`src/rtl/mux4_rr_arbiter_if.sv`:
```
// Bundle of the four request streams and the registered output stage of mux4_rr_arbiter.
// Handshake: a word moves when valid and ready are both high at a rising clock edge.
// The sender holds valid and data steady until that edge, and ready may depend on valid.
interface mux4_rr_arbiter_if #(
    parameter int WIDTH = 8
);
    logic [3:0]       req_valid;
    logic [3:0]       req_ready;
    logic [WIDTH-1:0] req_data0;
    logic [WIDTH-1:0] req_data1;
    logic [WIDTH-1:0] req_data2;
    logic [WIDTH-1:0] req_data3;
    logic             out_valid;
    logic             out_ready;
    logic [WIDTH-1:0] out_data;
    logic [1:0]       out_sel;

    // Requesters and downstream consumer side.
    modport master (
        output req_valid, req_data0, req_data1, req_data2, req_data3, out_ready,
        input  req_ready, out_valid, out_data, out_sel
    );

    // Arbiter side.
    modport slave (
        input  req_valid, req_data0, req_data1, req_data2, req_data3, out_ready,
        output req_ready, out_valid, out_data, out_sel
    );
endinterface

```
`src/rtl/mux4_rr_arbiter.sv`:
```
// Four-input round-robin arbiter. The selected word goes into a one-entry registered output stage.
// dbg_full and dbg_last expose the FSM state and the priority pointer.
module mux4_rr_arbiter #(
    parameter int WIDTH = 8
) (
    input  logic             clk,
    input  logic             rst_n,
    mux4_rr_arbiter_if.slave bus,
    output logic             dbg_full,
    output logic [1:0]       dbg_last
);
    typedef enum logic {EMPTY = 1'b0, FULL = 1'b1} state_t;

    state_t           state;
    logic [1:0]       last;
    logic [1:0]       grant;
    logic [1:0]       idx;
    logic             found;
    logic             can_accept;
    logic             accept;
    logic [WIDTH-1:0] grant_data;

    // Search order is last+1, last+2, last+3, last. The 2-bit add wraps modulo 4.
    always_comb begin
        grant = 2'd0;
        idx   = 2'd0;
        found = 1'b0;
        for (int k = 1; k <= 4; k++) begin
            idx = last + 2'(k);
            if (!found && bus.req_valid[idx]) begin
                grant = idx;
                found = 1'b1;
            end
        end
    end

    // While reset is held, no grant is offered even though the FSM is EMPTY.
    assign can_accept    = (state == EMPTY) || bus.out_ready;
    assign accept        = rst_n && can_accept && found;
    assign bus.req_ready = accept ? (4'b0001 << grant) : 4'b0000;

    always_comb begin
        case (grant)
            2'd0:    grant_data = bus.req_data0;
            2'd1:    grant_data = bus.req_data1;
            2'd2:    grant_data = bus.req_data2;
            default: grant_data = bus.req_data3;
        endcase
    end

    always_ff @(posedge clk or negedge rst_n) begin
        if (!rst_n) begin
            state        <= EMPTY;
            last         <= 2'd3;
            bus.out_data <= '0;
            bus.out_sel  <= 2'd0;
        end else begin
            case (state)
                EMPTY: begin
                    if (accept) begin
                        bus.out_data <= grant_data;
                        bus.out_sel  <= grant;
                        last         <= grant;
                        state        <= FULL;
                    end
                end
                FULL: begin
                    // A new word can replace the old one in the same cycle the old word is consumed.
                    if (accept) begin
                        bus.out_data <= grant_data;
                        bus.out_sel  <= grant;
                        last         <= grant;
                    end else if (bus.out_ready) begin
                        state <= EMPTY;
                    end
                end
                default: state <= EMPTY;
            endcase
        end
    end

    assign bus.out_valid = (state == FULL);
    assign dbg_full      = (state == FULL);
    assign dbg_last      = last;
endmodule

```
`src/flat_wrapper.sv`:
```
// flat-port wrapper written by rule: the top's interface ports become plain ports
module mux4_rr_arbiter_flat 
#(
    parameter int WIDTH = 8
)
  (clk, rst_n, dbg_full, dbg_last, bus_req_valid, bus_req_data0, bus_req_data1, bus_req_data2, bus_req_data3, bus_out_ready, bus_req_ready, bus_out_valid, bus_out_data, bus_out_sel);
  mux4_rr_arbiter_if #(.WIDTH(WIDTH)) bus_i ();
  input  logic clk;
  input  logic rst_n;
  output logic dbg_full;
  output logic [1:0] dbg_last;
  input wire logic [$bits(bus_i.req_valid)-1:0] bus_req_valid;
  input wire logic [$bits(bus_i.req_data0)-1:0] bus_req_data0;
  input wire logic [$bits(bus_i.req_data1)-1:0] bus_req_data1;
  input wire logic [$bits(bus_i.req_data2)-1:0] bus_req_data2;
  input wire logic [$bits(bus_i.req_data3)-1:0] bus_req_data3;
  input wire logic [$bits(bus_i.out_ready)-1:0] bus_out_ready;
  output wire logic [$bits(bus_i.req_ready)-1:0] bus_req_ready;
  output wire logic [$bits(bus_i.out_valid)-1:0] bus_out_valid;
  output wire logic [$bits(bus_i.out_data)-1:0] bus_out_data;
  output wire logic [$bits(bus_i.out_sel)-1:0] bus_out_sel;
  assign bus_i.req_valid = bus_req_valid;
  assign bus_i.req_data0 = bus_req_data0;
  assign bus_i.req_data1 = bus_req_data1;
  assign bus_i.req_data2 = bus_req_data2;
  assign bus_i.req_data3 = bus_req_data3;
  assign bus_i.out_ready = bus_out_ready;
  assign bus_req_ready = bus_i.req_ready;
  assign bus_out_valid = bus_i.out_valid;
  assign bus_out_data = bus_i.out_data;
  assign bus_out_sel = bus_i.out_sel;
  mux4_rr_arbiter #(.WIDTH(WIDTH)) u_core (.clk(clk), .rst_n(rst_n), .bus(bus_i), .dbg_full(dbg_full), .dbg_last(dbg_last));
endmodule
```
`config.mk`:
```
export PLATFORM = sky130hd
export DESIGN_NAME = mux4_rr_arbiter_flat
export DESIGN_NICKNAME = d
export VERILOG_FILES = /design/src/rtl/mux4_rr_arbiter_if.sv /design/src/rtl/mux4_rr_arbiter.sv /design/src/flat_wrapper.sv
export SDC_FILE = /design/constraint.sdc
export NUM_CORES = 1
export LEC_CHECK = 0
export ABC_AREA = 1
export CAP_MARGIN = 10
export CORE_AREA = 2 2 43 75
export CTS_BUF_LIST = sky130_fd_sc_hd__clkbuf_16
export DETAILED_ROUTE_END_ITERATION = 6
export DIE_AREA = 0 0 45 77
export GPL_TIMING_DRIVEN = 0
export PLACE_DENSITY = 0.84
export SYNTH_ARGS = -nofsm -noshare
export SYNTH_HDL_FRONTEND = slang
export SYNTH_SLANG_ARGS = --single-unit
```
`constraint.sdc`:
```
create_clock -name clk -period 6.06 [get_ports clk]
set_input_delay 0.909 -clock clk [delete_from_list [all_inputs] [get_ports clk]]
set_output_delay 0.909 -clock clk [all_outputs]
set_load 0.005 [all_outputs]
```
# --- After elaboration in Yosys (flattened, before gate mapping) ---
# Cells that the tools add are included.
op_classes:
  add_sub_neg: 3
  order_cmp: 4
  eq_ne: 2
  shifts: 1
  mux: 24
  bitwise_logic: 1
  n_reduce_logical: 10
op_table:
  columns: ["operator", "n"]
  rows:
  - ["one-hot mux 8 bit (3 select lines)", 1]
  - ["less-than comparator 2 x 3 -> 1 bit (second input constant)", 4]
  - ["2-to-1 mux 1 bit", 11]
  - ["2-to-1 mux 2 bit", 5]
  - ["binary-select mux 1 bit (select 2 bit)", 4]
  - ["2-to-1 mux 8 bit", 1]
  - ["logical AND 1 bit", 5]
  - ["adder 2 bit (second input constant)", 2]
  - ["2-to-1 mux 4 bit", 1]
  - ["left shift 1 x 2 -> 4 bit (first input constant)", 1]
  - ["logical NOT 1 bit", 3]
  - ["adder 2 x 1 -> 2 bit (second input constant)", 1]
  - ["== test 2 x 1 -> 1 bit (second input constant)", 1]
  - ["== test 2 bit (second input constant)", 1]
  - ["logical NOT 2 bit", 1]
  - ["one-hot mux 1 bit (2 select lines)", 1]
  - ["logical OR 1 bit", 1]
  - ["NOT 1 bit", 1]
totals:
  register_bits: 13
  inputBits: 39

# --- Logic depth before layout (Yosys ltp) ---
# Gate-level depths: netlist of the first run.
logic_depth:
  ltp_word: 16
  mapped_depth: 17

# --- Worst setup path after synthesis of the first run ---
# OpenSTA, ideal clock, no wires.
synth_path:
  path_type: "input-to-output"
  from: "input bus_req_valid[3]"
  to: "output bus_req_ready[2]"
  arrival_ns: 1.924
  t_required_ns: 5.151
  setup_slack_ns: 3.227
  stages: 13
  cell_sequence: "nand2_1 -> nand2_2 -> nand2_1 -> nand2_2 -> nor2_8 -> nand2_2 -> o21ai_2 -> inv_2 -> nand2_2 -> inv_2 -> buf_6 -> nand2_1 -> nor2_1"
synth_via:
  elab_chain_len: 14
synth_rtl:
  columns: ["element", "line_no", "text"]
  rows:
  - ["start, declared", "flat_wrapper.sv:12", "input wire logic [$bits(bus_i.req_valid)-1:0] bus_req_valid;"]
  - ["binary-select mux 1 bit (select 2 bit)", "mux4_rr_arbiter.sv:30", "if (!found && bus.req_valid[idx]) begin"]
  - ["2-to-1 mux 1 bit (not written as such)", "mux4_rr_arbiter.sv:30", null]
  - ["2-to-1 mux 1 bit", "mux4_rr_arbiter.sv:30", null]
  - ["logical NOT 1 bit", "mux4_rr_arbiter.sv:30", null]
  - ["logical AND 1 bit", "mux4_rr_arbiter.sv:30", null]
  - ["2-to-1 mux 1 bit", "mux4_rr_arbiter.sv:30", null]
  - ["logical NOT 1 bit", "mux4_rr_arbiter.sv:30", null]
  - ["logical AND 1 bit", "mux4_rr_arbiter.sv:30", null]
  - ["2-to-1 mux 1 bit", "mux4_rr_arbiter.sv:30", null]
  - ["logical NOT 1 bit", "mux4_rr_arbiter.sv:30", null]
  - ["logical AND 1 bit", "mux4_rr_arbiter.sv:30", null]
  - ["2-to-1 mux 2 bit / 2-to-1 mux 1 bit (equally long branches)", "mux4_rr_arbiter.sv:30", null]
  - ["left shift 1 x 2 -> 4 bit / logical AND 1 bit (equally long branches)", "mux4_rr_arbiter.sv:40, mux4_rr_arbiter.sv:39", null]
  - ["2-to-1 mux 4 bit (*)", "mux4_rr_arbiter.sv:40", "assign bus.req_ready = accept ? (4'b0001 << grant) : 4'b0000;"]
  - ["end, declared", "flat_wrapper.sv:18", "output wire logic [$bits(bus_i.req_ready)-1:0] bus_req_ready;"]
# Mark *: on every way between the ends. The rest lies on a longest branch, timed or not. The select of a mux whose other input is x is not followed.

# --- Final worst setup path of the first run ---
layout_path:
  from: "input bus_req_valid[2]"
  to: "output bus_req_ready[2]"
# The elaborated chain is that of the path after synthesis.

==> results of run 1 <==
## cells in the mapped netlist (all sizes together)
cell	number	share of area, %
nor3	1	0.41
inv	33	10
a21o	5	3.1
buf	6	4.7
nand2	90	33
nand4	2	1.0
dfstp	2	4.3
o21ai	6	2.8
dfrtp	11	23
nor2	11	6.6
a21oi	2	0.82
nand3	24	10
## routing by layer
metal  global-route usage (%)  share of wire, %  vias up
li1                         -                 -      707
met1                     23.5                38      596
met2                     39.1                54       59
met3                     3.29               5.8       12
met4                     7.65               2.4        0
met5                        0                 0        -
## power breakdown
part / internal [mW] / leakage (nW) / switching, mW
Sequential: 0.135 / 0.157 / 0.0315
Clock: 0.0869 / 0.0423 / 0.0352
Combinational: 0.357 / 0.813 / 0.480
Total: 0.579 / 1.01 / 0.547
## registers in the layout, summed over array words and instances, names as in the netlist
signal                cells
u_core.bus.out_data       8
u_core.dbg_last           2
u_core.bus.out_sel        2
u_core.bus.out_valid      1
## cells by family (layout without fill, tap and decap cells)
group | Yosys count | in the layout | share of synthesized area (%)
simple gates | 128 | 128 | 51.4
buf+inv | 39 | 99 | 15.1
compound gates | 13 | 13 | 6.66
flops | 13 | 13 | 26.8
## tightest hold or removal path: cells and delay by family, from the launching register on
| family | cells | cell delay [ps] |
|---|---|---|
| DFF | 1 | 340 |
| and+or+nand+nor | 2 | 100 |
## through the flow
stage / setup slack [ps] / hold WS [ps] / power, mW
floorplan: 3230 / 472 / 0.748
global placement: 2060 / 465 / 0.987
detailed placement: 2020 / 469 / 1.01
CTS: 2010 / 482 / 1.13
global route: 1850 / 522 / 1.23
finish: 2010 / 478 / 1.13
## final timing paths
path | start | to | slack (ps) | cells past startpoint
min in group asynchronous | rst_n | u_core.bus.out_sel[1]$_DFFE_PN0P_ | 1060 | 1
max reg2reg | u_core.dbg_last[0]$_DFFE_PN1P_ | u_core.bus.out_data[3]$_DFFE_PN0P_ | 3930 | 16
max in group asynchronous | rst_n | u_core.bus.out_data[6]$_DFFE_PN0P_ | 4590 | 1
max | bus_req_valid[2] | bus_req_ready[2] | 2010 | 15
min | u_core.bus.out_data[1]$_DFFE_PN0P_ | u_core.bus.out_data[1]$_DFFE_PN0P_ | 480 | 2
min reg2reg | u_core.bus.out_data[1]$_DFFE_PN0P_ | u_core.bus.out_data[1]$_DFFE_PN0P_ | 480 | 2
## area by class of cell
class | count | area [um2] | share of cell area [%]
Tap cell | 28 | 35.0 | 1.85
Inverter | 33 | 126 | 6.67
Multi-Input combinational cell | 141 | 709 | 37.4
Clock buffer | 3 | 75.1 | 3.96
Sequential cell | 13 | 328 | 17.3
Timing Repair Buffer | 56 | 561 | 29.6
Buffer | 6 | 57.6 | 3.04
Clock inverter | 1 | 3.75 | 0.198
==> qor.yml, run 1 <==
status:
  outcome: "completed"
finish:
  area_growth_pct: 55.2
  layout.nets: 293
  fillers: 248
  final_util_pct: 66.2
  final_cell_area_mm2: 0.00190
  antenna_cells: 0
  final_cell_mix: "nand2_1, clkdlybuf4s50_1, inv_1"
  drive_gt1_share_pct: 16.6
  layout.cells.non_filler: 281
  final_common_cell: "nand2_1"
drt:
  detail-route-antenna-nets: 0
  via_count: 1374
  vias_per_cell: 4.89
  wl_um: 3440
  drtPass1Iterations: 4
  drc: 0
  wire_per_inst_um: 12.2
  drt_iter0_markers: 23
timing:
  clock_skew_ps: 5.89
  slew_viol_final: 0
  fmax_mhz: 247
  worst_slew_pin_slew_ps: 624
  period_minus_slack_ps: 4050
  finalHoldViolCount: 0
  grt_setup_unrepaired: "false"
  finalCritPeriodShare_pct: 66.8
  setup_tns_ps: 0
  slew_headroom_pct: 58.3
  setup_viol: 0
pwr:
  cellPowerDensity_mw_per_mm2: 594
  p_leak_nw: 1.01
  peakVddDrop_mv: 0.353
synth:
  syn-cell-area_mm2: 0.00122
  netlist_instances: 193
  yosysWarningCount: 0
  ys_seq_elements: 13
  ys_types: 24
  synth_seq_area_share_pct: 26.8
  syn_nets: 232
  syn_avg_cell_area_um2: 6.33
clock_tree:
  clock-sinks: 13
  hold_buffers: 0
  path_clk_slew_ps: 40
  clk-insertion-delay-late_ps: 240
  htree_levels: 1
  cts_buffers: 3
  postCtsSetupBuffers: 0
  ctsLongestPathBuffers: 2
  clock-root-buffer: "clkbuf_16"
  cts_tree: "yes"
  cts_resized: 0
setup_path:
  cpPeakStageDelay_ps: 540
  crit_path_max_fanout: 10
  start_kind: "input port"
  critPathBufInv: 6
  crit_required_ps: 5150
  cp_top_family: "buffers and inverters"
  crit_slowest_cell: "clkdlybuf4s50_1"
  critPathArrivalTime_ps: 3140
  timing_worst_setup_path_type: "input port to primary output"
  endpoint_kind: "primary output"
  cp_cell_sequence: "clkdlybuf4s50_1 -> nand2_1 -> nand2_2 -> nand2_1 -> nand2_1 -> inv_2 -> nand2_2 -> o21ai_2 -> inv_2 -> nand2_2 -> inv_2 -> buf_6 -> nand2_1 -> nor2_1 -> clkdlybuf4s50_1"
  cpMostUsedCell: "nand2_1"
floorplan:
  fp.dieW_um: 45
  start_util_pct: 42.7
  core_mm2: 0.00286
  io_pins: 57
  die_y_um: 77
  design.die.area_mm2: 0.00347
  num_rows: 26
place:
  port_buffers: 56
  placedCellCount: 277
  hpwl_um: 2760
  postPlaceCellArea_mm2: 0.00182
  place.gp.congestion: 0.846
grt:
  grt.total_usage_pct: 21.5
  grt_max_degree: 15
  grt_pass1_wl_um: 5670
  grt_overflow: 0
  antenna_found_initial: 0
  grt_pass1_vias: 1325
hold_path:
  hp-class: "flip-flop to flip-flop"
run:
  max_cap_viol_count: 0
(Power assumes the default switching activity.)
==> run 2, diff against run 1 <==
--- a/config.mk
+++ b/config.mk
@@ -7,12 +7,12 @@
 export LEC_CHECK = 0
 export ABC_AREA = 1
 export CAP_MARGIN = 10
-export CORE_AREA = 2 2 43 75
+export CORE_AREA = 2 2 47 81
 export CTS_BUF_LIST = sky130_fd_sc_hd__clkbuf_16
 export DETAILED_ROUTE_END_ITERATION = 6
-export DIE_AREA = 0 0 45 77
+export DIE_AREA = 0 0 49 83
 export GPL_TIMING_DRIVEN = 0
-export PLACE_DENSITY = 0.84
+export PLACE_DENSITY = 0.75
 export SYNTH_ARGS = -nofsm -noshare
 export SYNTH_HDL_FRONTEND = slang
 export SYNTH_SLANG_ARGS = --single-unit
==> constraint.sdc (replaced) <==
create_clock -name clk -period 3.4 [get_ports clk]
set_input_delay 0.51 -clock clk [delete_from_list [all_inputs] [get_ports clk]]
set_output_delay 0.51 -clock clk [all_outputs]
set_load 0.005 [all_outputs]
==> run 2 against run 1 <==
Effect of this change: sequential share of layout area decreased by 0.19 points; worst setup slack got worse by 1800 ps; worst hold slack improved by 4.0 ps; cell area rose by 1.1%; sequential cell count unchanged; clock power rose by 75%; die area grew 17%; non-clock buffer count is the same; final cell count increased by 6.0%; critical endpoint unchanged; largest cell class unchanged; largest power group unchanged; highest routed layer unchanged.
==> qor.yml, run 2 (synthesis results as in run 1) <==
status:
  outcome: "completed"
drt:
  via_count: 1347  # -2.0%
  drc: 0  # unchanged
  detail-route-antenna-nets: 0  # unchanged
  wire_per_inst_um: 11.8  # -3.6%
  vias_per_cell: 4.52  # -7.6%
  wl_um: 3520  # +2.2%
  drt_iter0_markers: 33  # +43%
  drtPass1Iterations: 4  # unchanged
floorplan:
  fp.dieW_um: 49  # +8.9%
  core_mm2: 0.00340  # +19%
  die_y_um: 83  # +7.8%
  design.die.area_mm2: 0.00407  # +17%
  start_util_pct: 35.9  # -6.7 points
  io_pins: 57  # unchanged
  num_rows: 28  # +7.7%
clock_tree:
  clock-sinks: 13  # unchanged
  clock-root-buffer: "clkbuf_16"
  cts_resized: 0  # unchanged
  htree_levels: 1  # unchanged
  ctsLongestPathBuffers: 2  # unchanged
  path_clk_slew_ps: 40  # about the same
  cts_buffers: 3  # unchanged
  cts_tree: "yes"
  clk-insertion-delay-late_ps: 230  # about the same
  postCtsSetupBuffers: 0  # unchanged
  hold_buffers: 0  # unchanged
setup_path:
  timing_worst_setup_path_type: "input port to primary output"
  r2r_slack_ps: 1300  # -2630 ps
  crit_path_max_fanout: 10  # unchanged
  critPathArrivalTime_ps: 2720  # -420 ps
  timing.rr.end: "u_core.bus.out_data[7]$_DFFE_PN0P_"
  endpoint_kind: "primary output"
  reg2reg_depth: 16  # unchanged
  critPathLaunch: "bus_req_valid[2]"
  r2r-start: "u_core.dbg_last[0]$_DFFE_PN1P_"
  start_kind: "input port"
  crit_required_ps: 2890  # -2260 ps
finish:
  area_growth_pct: 57.0
  layout.cells.non_filler: 298  # +6.0%
  final_cell_mix: "nand2_1, clkdlybuf4s50_1, inv_1"
  antenna_cells: 0  # unchanged
  layout.nets: 293  # unchanged
  final_common_cell: "nand2_1"
  largest-register: "u_core.bus.out_data"
  drive_gt1_share_pct: 16.6  # unchanged
  largest_register_ffs: 8  # unchanged
grt:
  grt_pass1_vias: 1319  # -0.45%
  grt.total_usage_pct: 18.0  # -3.5 points
  antenna_found_initial: 0  # unchanged
  grt_max_degree: 15  # unchanged
  grt_pass1_wl_um: 5890  # +3.8%
  grt_overflow: 0  # unchanged
place:
  hpwl_um: 2880  # +4.4%
  placedCellCount: 294  # +6.1%
  place.gp.congestion: 0.900  # +6.4%
  port_buffers: 56  # unchanged
timing:
  finalCritPeriodShare_pct: 95.1
  worst_slew_pin_slew_ps: 633  # +9.41 ps
  setup_viol: 0  # unchanged
  slew_viol_final: 0  # unchanged
  slew_headroom_pct: 57.7  # -0.63 points
  setup_tns_ps: 0  # unchanged
  fmax_mhz: 309
  period_minus_slack_ps: 3230
  clock_skew_ps: 0.858  # -5.03 ps
  grt_setup_unrepaired: "false"
  whs_ps: 482  # +4.04 ps
  finalHoldViolCount: 0  # unchanged
pwr:
  clockPowerShare_pct: 10.7  # about the same
  intPower_mw: 1.03  # +78%
  seqPwrFrac_pct: 14.7  # about the same
  totalPowerFinal_mw: 2.00  # +77%
  netSwitchingPower_mw: 0.966  # +77%
  p_leak_nw: 1.01  # unchanged
  peakVddDrop_mv: 0.466  # +32%
  sw_frac_of_total_pct: 48.3  # -0.24 points
  cellPowerDensity_mw_per_mm2: 1040  # +75%
  combPwrFrac_pct: 74.6  # +0.3 points
hold_path:
  hp-start: "u_core.bus.out_sel[1]$_DFFE_PN0P_"
  hp-class: "flip-flop to flip-flop"
  holdPathStages: 2  # unchanged
  hold-path-endpoint: "u_core.bus.out_sel[1]$_DFFE_PN0P_"
run:
  max_cap_viol_count: 0  # unchanged
run 2: worst max-delay path, stage by stage:
cell	delay [ps]
clkdlybuf4s50_1	540
nand2_1	90
nand2_2	110
nand2_1	60
nand2_1	90
inv_2	60
nand2_2	90
o21ai_2	70
inv_2	80
nand2_2	60
inv_2	80
buf_6	140
nand2_1	100
nor2_1	120
clkdlybuf4s50_1	510
run 2: per-layer routing:
layer / routed length (um) / vias to the layer above / part of all wire (%) / global-route usage (%)
li1: - / 703 / - / -
met1: 1370 / 589 / 39 / 19.9
met2: 1880 / 47 / 53 / 34.2
met3: 178 / 8 / 5.1 / 3.24
met4: 87 / 0 / 2.5 / 4.68
met5: 0 / - / 0 / 0
run 2: worst max-delay path by stage:
stage	end	slack [ps]	cells past startpoint
final	bus_req_ready[2]	170	15
after global placement	bus_req_ready[2]	190	15
after global routing	bus_req_ready[2]	7	15
after floorplan	bus_req_ready[2]	1210	15
after CTS	bus_req_ready[2]	160	15
after detailed placement	bus_req_ready[2]	170	15
run 2: per-stage QoR:
step                setup WS, ps  instance area [um2]  utilization, %
finish                       167                 1920            56.4
CTS                          162                 1920            56.4
floorplan                   1210                 1220               -
detailed placement           173                 1840            54.1
global route                6.57                 1920            56.4
global placement             190                 1840            54.1
run 2: area by class of cell:
cell class,instances,area (um2)
inverter,33,126
fill,347,1480
clock inverter,1,3.75
tap,45,56.3
timing repair buffer,56,561
multi-input combinational,141,709
buffer,6,57.6
clock buffer,3,75.1
sequential,13,328
run 2: power by group through the flow:
stage	Clock, mW	Combinational (mW)	Sequential (mW)
after floorplan	0	1.04	0.294
after global placement	0	1.46	0.294
after detailed placement	0	1.49	0.295
after CTS	0.217	1.51	0.295
after global routing	0.226	1.65	0.307
final	0.213	1.49	0.294
==> run 3, diff against run 2 <==
--- a/config.mk
+++ b/config.mk
@@ -9,6 +9,7 @@
 export CAP_MARGIN = 10
 export CORE_AREA = 2 2 47 81
 export CTS_BUF_LIST = sky130_fd_sc_hd__clkbuf_16
+export CTS_CLUSTER_SIZE = 12
 export DETAILED_ROUTE_END_ITERATION = 6
 export DIE_AREA = 0 0 49 83
 export GPL_TIMING_DRIVEN = 0
==> results of run 3 <==
No change in the layout: final DEF, timing and power equal those of run 2.
